### config.mk
export PLATFORM = sky130hd
export DESIGN_NAME = digit_serial_addsub
export DESIGN_NICKNAME = d
export VERILOG_FILES = /design/src/rtl/digit_serial_addsub.sv
export SDC_FILE = /design/constraint.sdc
export NUM_CORES = 1
export LEC_CHECK = 0
export BUFFER_PORTS_ARGS = -buffer_cell sky130_fd_sc_hd__buf_2
export CORE_UTILIZATION = 55
export CTS_BUF_LIST = sky130_fd_sc_hd__clkbuf_4
export DETAILED_ROUTE_END_ITERATION = 12
export PLACE_DENSITY = 0.91
export SYNTH_ARGS = -nofsm -noshare
export SYNTH_HDL_FRONTEND = slang
export SYNTH_SLANG_ARGS = --single-unit
### constraint.sdc
create_clock -name clk -period 4.2 [get_ports clk]
set_clock_uncertainty 0.15 [all_clocks]
set_input_delay 1.26 -clock clk [delete_from_list [all_inputs] [get_ports clk]]
set_output_delay 1.26 -clock clk [all_outputs]
set_load 0.02 [all_outputs]
### src/rtl/digit_serial_addsub.sv
// digit_serial_addsub
//   Digit-serial two's-complement adder/subtractor. A start request latches
//   the operands, then one DIGIT-wide slice is added per clock, LSB digit
//   first, through a single DIGIT-wide adder. After N = WIDTH/DIGIT RUN
//   cycles the full result and its flags are published together.
//
// Handshake: start is sampled on a rising clk edge while the block is not
//   busy (IDLE or DONE). busy is high for exactly the N cycles of RUN.
//   done is a one-cycle pulse in the DONE state, during which sum, carryout,
//   overflow and zero are valid. These outputs then hold until the next
//   completion. A start seen while busy is dropped, not queued.
//
// Ports:
//   clk, reset           clock, asynchronous active-high reset
//   start                request a new operation
//   op_sub               0 = A + B, 1 = A - B (sampled with start)
//   accumulate           1 = use current sum in place of a (sampled with start)
//   a, b                 WIDTH-bit two's-complement operands
//   busy, done           status (RUN / DONE)
//   sum                  registered WIDTH-bit result
//   carryout             carry out of the MSB (subtract: 1 = no borrow)
//   overflow             signed overflow
//   zero                 sum == 0
//   dbg_state            current FSM state (0 IDLE, 1 RUN, 2 DONE)
module digit_serial_addsub #(
  parameter int WIDTH = 8,
  parameter int DIGIT = 2
) (
  input  logic             clk,
  input  logic             reset,
  input  logic             start,
  input  logic             op_sub,
  input  logic             accumulate,
  input  logic [WIDTH-1:0] a,
  input  logic [WIDTH-1:0] b,
  output logic             busy,
  output logic             done,
  output logic [WIDTH-1:0] sum,
  output logic             carryout,
  output logic             overflow,
  output logic             zero,
  output logic [1:0]       dbg_state
);

  localparam int N  = WIDTH / DIGIT;
  localparam int CW = (N > 1) ? $clog2(N) : 1;

  typedef enum logic [1:0] {
    S_IDLE = 2'd0,
    S_RUN  = 2'd1,
    S_DONE = 2'd2
  } state_t;

  state_t           state_q, state_d;
  logic [WIDTH-1:0] opa_q, opa_d;
  logic [WIDTH-1:0] opb_q, opb_d;
  logic [WIDTH-1:0] res_q, res_d;
  logic             carry_q, carry_d;
  logic [CW-1:0]    cnt_q, cnt_d;
  logic [WIDTH-1:0] sum_q, sum_d;
  logic             carryout_q, carryout_d;
  logic             overflow_q, overflow_d;
  logic             zero_q, zero_d;

  // Digit datapath
  logic [DIGIT-1:0]       dsum;
  logic                   dcarry;
  logic                   msb_cin;
  logic [WIDTH+DIGIT-1:0] res_cat;
  logic [WIDTH-1:0]       res_next;
  logic                   last_digit;

  always_comb begin
    {dcarry, dsum} = {1'b0, opa_q[DIGIT-1:0]} + {1'b0, opb_q[DIGIT-1:0]}
                   + {{DIGIT{1'b0}}, carry_q};
    // Carry into the top bit of this digit, recovered from the sum bit.
    // On the final digit this is the carry into the MSB of the word.
    msb_cin    = opa_q[DIGIT-1] ^ opb_q[DIGIT-1] ^ dsum[DIGIT-1];
    // New digit enters at the top; after N steps the word is aligned.
    res_cat    = {dsum, res_q} >> DIGIT;
    res_next   = res_cat[WIDTH-1:0];
    last_digit = (cnt_q == CW'(N - 1));
  end

  always_comb begin
    state_d    = state_q;
    opa_d      = opa_q;
    opb_d      = opb_q;
    res_d      = res_q;
    carry_d    = carry_q;
    cnt_d      = cnt_q;
    sum_d      = sum_q;
    carryout_d = carryout_q;
    overflow_d = overflow_q;
    zero_d     = zero_q;

    case (state_q)
      S_IDLE, S_DONE: begin
        if (start) begin
          // In DONE, sum_q already holds the just-completed result.
          opa_d   = accumulate ? sum_q : a;
          opb_d   = op_sub ? ~b : b;
          carry_d = op_sub;
          cnt_d   = '0;
          res_d   = '0;
          state_d = S_RUN;
        end else begin
          state_d = S_IDLE;
        end
      end
      S_RUN: begin
        opa_d   = opa_q >> DIGIT;
        opb_d   = opb_q >> DIGIT;
        carry_d = dcarry;
        res_d   = res_next;
        cnt_d   = cnt_q + CW'(1);
        if (last_digit) begin
          sum_d      = res_next;
          carryout_d = dcarry;
          overflow_d = msb_cin ^ dcarry;
          zero_d     = (res_next == '0);
          cnt_d      = '0;
          state_d    = S_DONE;
        end
      end
      default: state_d = S_IDLE;
    endcase
  end

  always_ff @(posedge clk or posedge reset) begin
    if (reset) begin
      state_q    <= S_IDLE;
      opa_q      <= '0;
      opb_q      <= '0;
      res_q      <= '0;
      carry_q    <= 1'b0;
      cnt_q      <= '0;
      sum_q      <= '0;
      carryout_q <= 1'b0;
      overflow_q <= 1'b0;
      zero_q     <= 1'b0;
    end else begin
      state_q    <= state_d;
      opa_q      <= opa_d;
      opb_q      <= opb_d;
      res_q      <= res_d;
      carry_q    <= carry_d;
      cnt_q      <= cnt_d;
      sum_q      <= sum_d;
      carryout_q <= carryout_d;
      overflow_q <= overflow_d;
      zero_q     <= zero_d;
    end
  end

  assign busy      = (state_q == S_RUN);
  assign done      = (state_q == S_DONE);
  assign sum       = sum_q;
  assign carryout  = carryout_q;
  assign overflow  = overflow_q;
  assign zero      = zero_q;
  assign dbg_state = state_q;

endmodule
==> impl_metrics.json <==
{
  "dp_cells": 213,
  "combinationalPowerShare_pct": 44.6,
  "synth_top_area_share_pct": 54.52,
  "initial_utilization_pct": 57.60,
  "die-area_sq_mm": 0.003401,
  "met3_usage_pct": 6.813,
  "ios": 36,
  "slew_headroom_pct": 46.15,
  "clock_latency_ps": 340,
  "fin_crit_ps": 2764,
  "cts_tree": "built",
  "async_flop_share_pct": 100.0,
  "clockPowerShare_pct": 14.7,
  "ant_nets": 0,
  "worst_slack_ps": 1436,
  "wire_per_inst_um": 15.54,
  "holdBufCountCts": 0,
  "endpoint_kind": "primary output",
  "synth_edf_count": 0,
  "antenna_cells": 0,
  "hold_ws_ps": 349.0,
  "leakage_uw": 0.0009940,
  "grt_busiest_layer": "met2",
  "timing.fmax_ghz": 0.3618,
  "first_global_vias": 1252,
  "setup_viol": 0,
  "netSwitchingFraction_pct": 40.29,
  "netlist_instances": 140,
  "layout-drive-gt1-share_pct": 30.68,
  "finalCritPeriodShare_pct": 65.81,
  "rows": 20,
  "internal_power_uw": 956.2,
  "synthTopCellsByArea": "dfrtp_1 (55%), a221o_1 (7.5%), mux2i_1 (4.6%)",
  "viasPerCell": 5.623,
  "use_met2_pct": 37.60,
  "clock_path_buffers": 2,
  "critPathArrivalTime_ps": 1350,
  "port_buffers": 35,
  "synth_largest_area_cell": "dfrtp_1",
  "drt_iter0_markers": 40,
  "place.detailed.hpwl_um": 2471,
  "drtPass1Iterations": 4,
  "cts-root-buf": "clkbuf_4",
  "fin_setup_tns_ps": 0,
  "final-seq-area_sq_um": 950.9,
  "vias": 1237,
  "p_switching_uw": 645.1,
  "seqPwrFrac_pct": 40.7,
  "synth_common_cells": "dfrtp_1 (38), nor2_1 (14), a221o_1 (13)",
  "finish.utilization_pct": 66.32,
  "finalNetCount": 201,
  "drc_errors": 0,
  "irDropWorstVdd_mv": 0.4326,
  "grt_max_degree": 26,
  "hp-start": "zero$_DFFE_PP0P_",
  "dp_slack_ps": 1700,
  "cts_resized": 0,
  "ys_ff_latch": 38,
  "cp-startpoint": "dbg_state[0]$_DFFE_PP0P_",
  "maxSlewViolCount": 0,
  "hold_path.class": "reg -> reg",
  "yosys_warnings": 0,
  "die_y_um": 58.32,
  "rsz0062_at_grt": "no",
  "grt_pass1_wl_um": 5789,
  "avgSynthCellArea_sq_um": 12.46,
  "syn_area_sq_mm": 0.001744,
  "syn_nets": 165,
  "cts_inserted_buffers": 5,
  "die_w_um": 58.32,
  "grt-ovfl-total": 0,
  "synth_ff_type": "dfrtp_1",
  "grt_use_total_pct": 23.46,
  "status": "complete, no violations",
  "power_density_mw_per_mm2": 797.4,
  "seq_area_frac_synth_pct": 54.52,
  "clkTransAtPathRegs_ps": 110,
  "clock_sinks": 38,
  "cp_max_fo": 19,
  "instances_no_fill": 220,
  "crit_type": "reg -> out",
  "htree_levels": 2,
  "hold_viol": 0,
  "multi_input_area_sq_um": 713.2,
  "use_met1_pct": 29.64,
  "area_delta_synth_final_pct": 15.14,
  "synth_most_common_cell": "dfrtp_1",
  "antenna_found_initial": 0,
  "fillers": 225,
  "postCtsSetupBuffers": 0,
  "worst_pin_slew_ps": 806.8,
  "cp.required_ps": 2790,
  "drv_cap": 0,
  "r2r_start": "opa_q[0]$_DFFE_PP0P_",
  "gp_congestion": 0.8023,
  "fp.coreArea_sq_mm": 0.003028,
  "drt_wl_total_um": 3419,
  "start_kind": "register",
  "ys_types": 29
}
-- metrics by stage --
step	total power, uW	cell area [sq um]
2_1_floorplan	1185	1744
3_3_place_gp	1333	1937
3_5_place_dp	1372	1937
4_1_cts	1610	2008
5_1_grt	1707	2008
6_report	1601	2008
-- critical path: stages, from the launching register on --
cell and delay [ps]:
dfrtp_1 500, nand2b_4 160, clkinv_4 150, buf_2 200
-- layout make-up --
class                      instances  area share, %
multi-input combinational         87          35.51
sequential                        38          47.35
clock inverter                     2          1.682
clock buffer                       5          1.869
timing repair buffer              36          9.097
tap                               44          2.741
inverter                           8          1.745
-- registers in the layout (all words and copies together), names as in the netlist --
register / count
carry_q: 1
overflow: 1
opb_q: 8
res_q: 6
dbg_state: 2
sum: 8
cnt_q: 2
opa_q: 8
zero: 1
carryout: 1
-- logic make-up after synthesis --
| logic type | count (synthesis) | synth area share, % |
|---|---|---|
| flops | 38 | 54.52 |
| compound gates | 31 | 15.14 |
| simple gates | 28 | 8.537 |
| buf+inv | 15 | 4.591 |
| mux | 14 | 8.465 |
| xor+xnor | 10 | 5.022 |
| fa+ha+maj | 4 | 3.730 |
-- routing by layer --
| metal | wire length, um | vias to the layer above | part of all wire [%] |
|---|---|---|---|
| met5 | 0 | - | 0 |
| met4 | 76 | 0 | 2.2 |
| met3 | 138 | 9 | 4.0 |
| met2 | 1715 | 28 | 50 |
| met1 | 1488 | 627 | 44 |
| li1 | - | 573 | - |
-- path summary, 6_finish.rpt --
| path | to | slack (ps) | depth (start not counted) |
|---|---|---|---|
| worst max-delay path | busy | 1440 | 3 |
| worst min-delay path | zero$_DFFE_PP0P_ | 350 | 2 |
| worst max register to register | overflow$_DFFE_PP0P_ | 2000 | 6 |
| worst min register to register | zero$_DFFE_PP0P_ | 350 | 2 |
| max in group asynchronous | opa_q[5]$_DFFE_PP0P_ | 2260 | 3 |
| min in group asynchronous | dbg_state[0]$_DFFE_PP0P_ | 910 | 2 |
-- power groups by stage --
stage	Sequential [uW]	Clock [uW]	Combinational, uW
floorplan	691	0	495
global placement	644	0	689
detailed placement	655	0	717
CTS	651	239	721
global route	669	251	787
finish	652	235	714
-- placed cells by master, fill, tap and decap left out, types with 3 or more instances in the layout --
| cell type | netlist | final |
|---|---|---|
| a221o_1 | 13 | 13 |
| a22o_1 | 7 | 7 |
| buf_2 | 3 | 35 |
| clkbuf_4 | 0 | 5 |
| dfrtp_1 | 38 | 38 |
| inv_1 | 7 | 7 |
| mux2_2 | 6 | 6 |
| mux2i_1 | 8 | 8 |
| nand2_1 | 5 | 5 |
| nor2_1 | 14 | 14 |
| o21ai_0 | 6 | 6 |
| o2bb2ai_1 | 4 | 4 |
| xnor2_1 | 7 | 7 |
| xor2_1 | 3 | 3 |
Power figures use the tool's default switching activity.
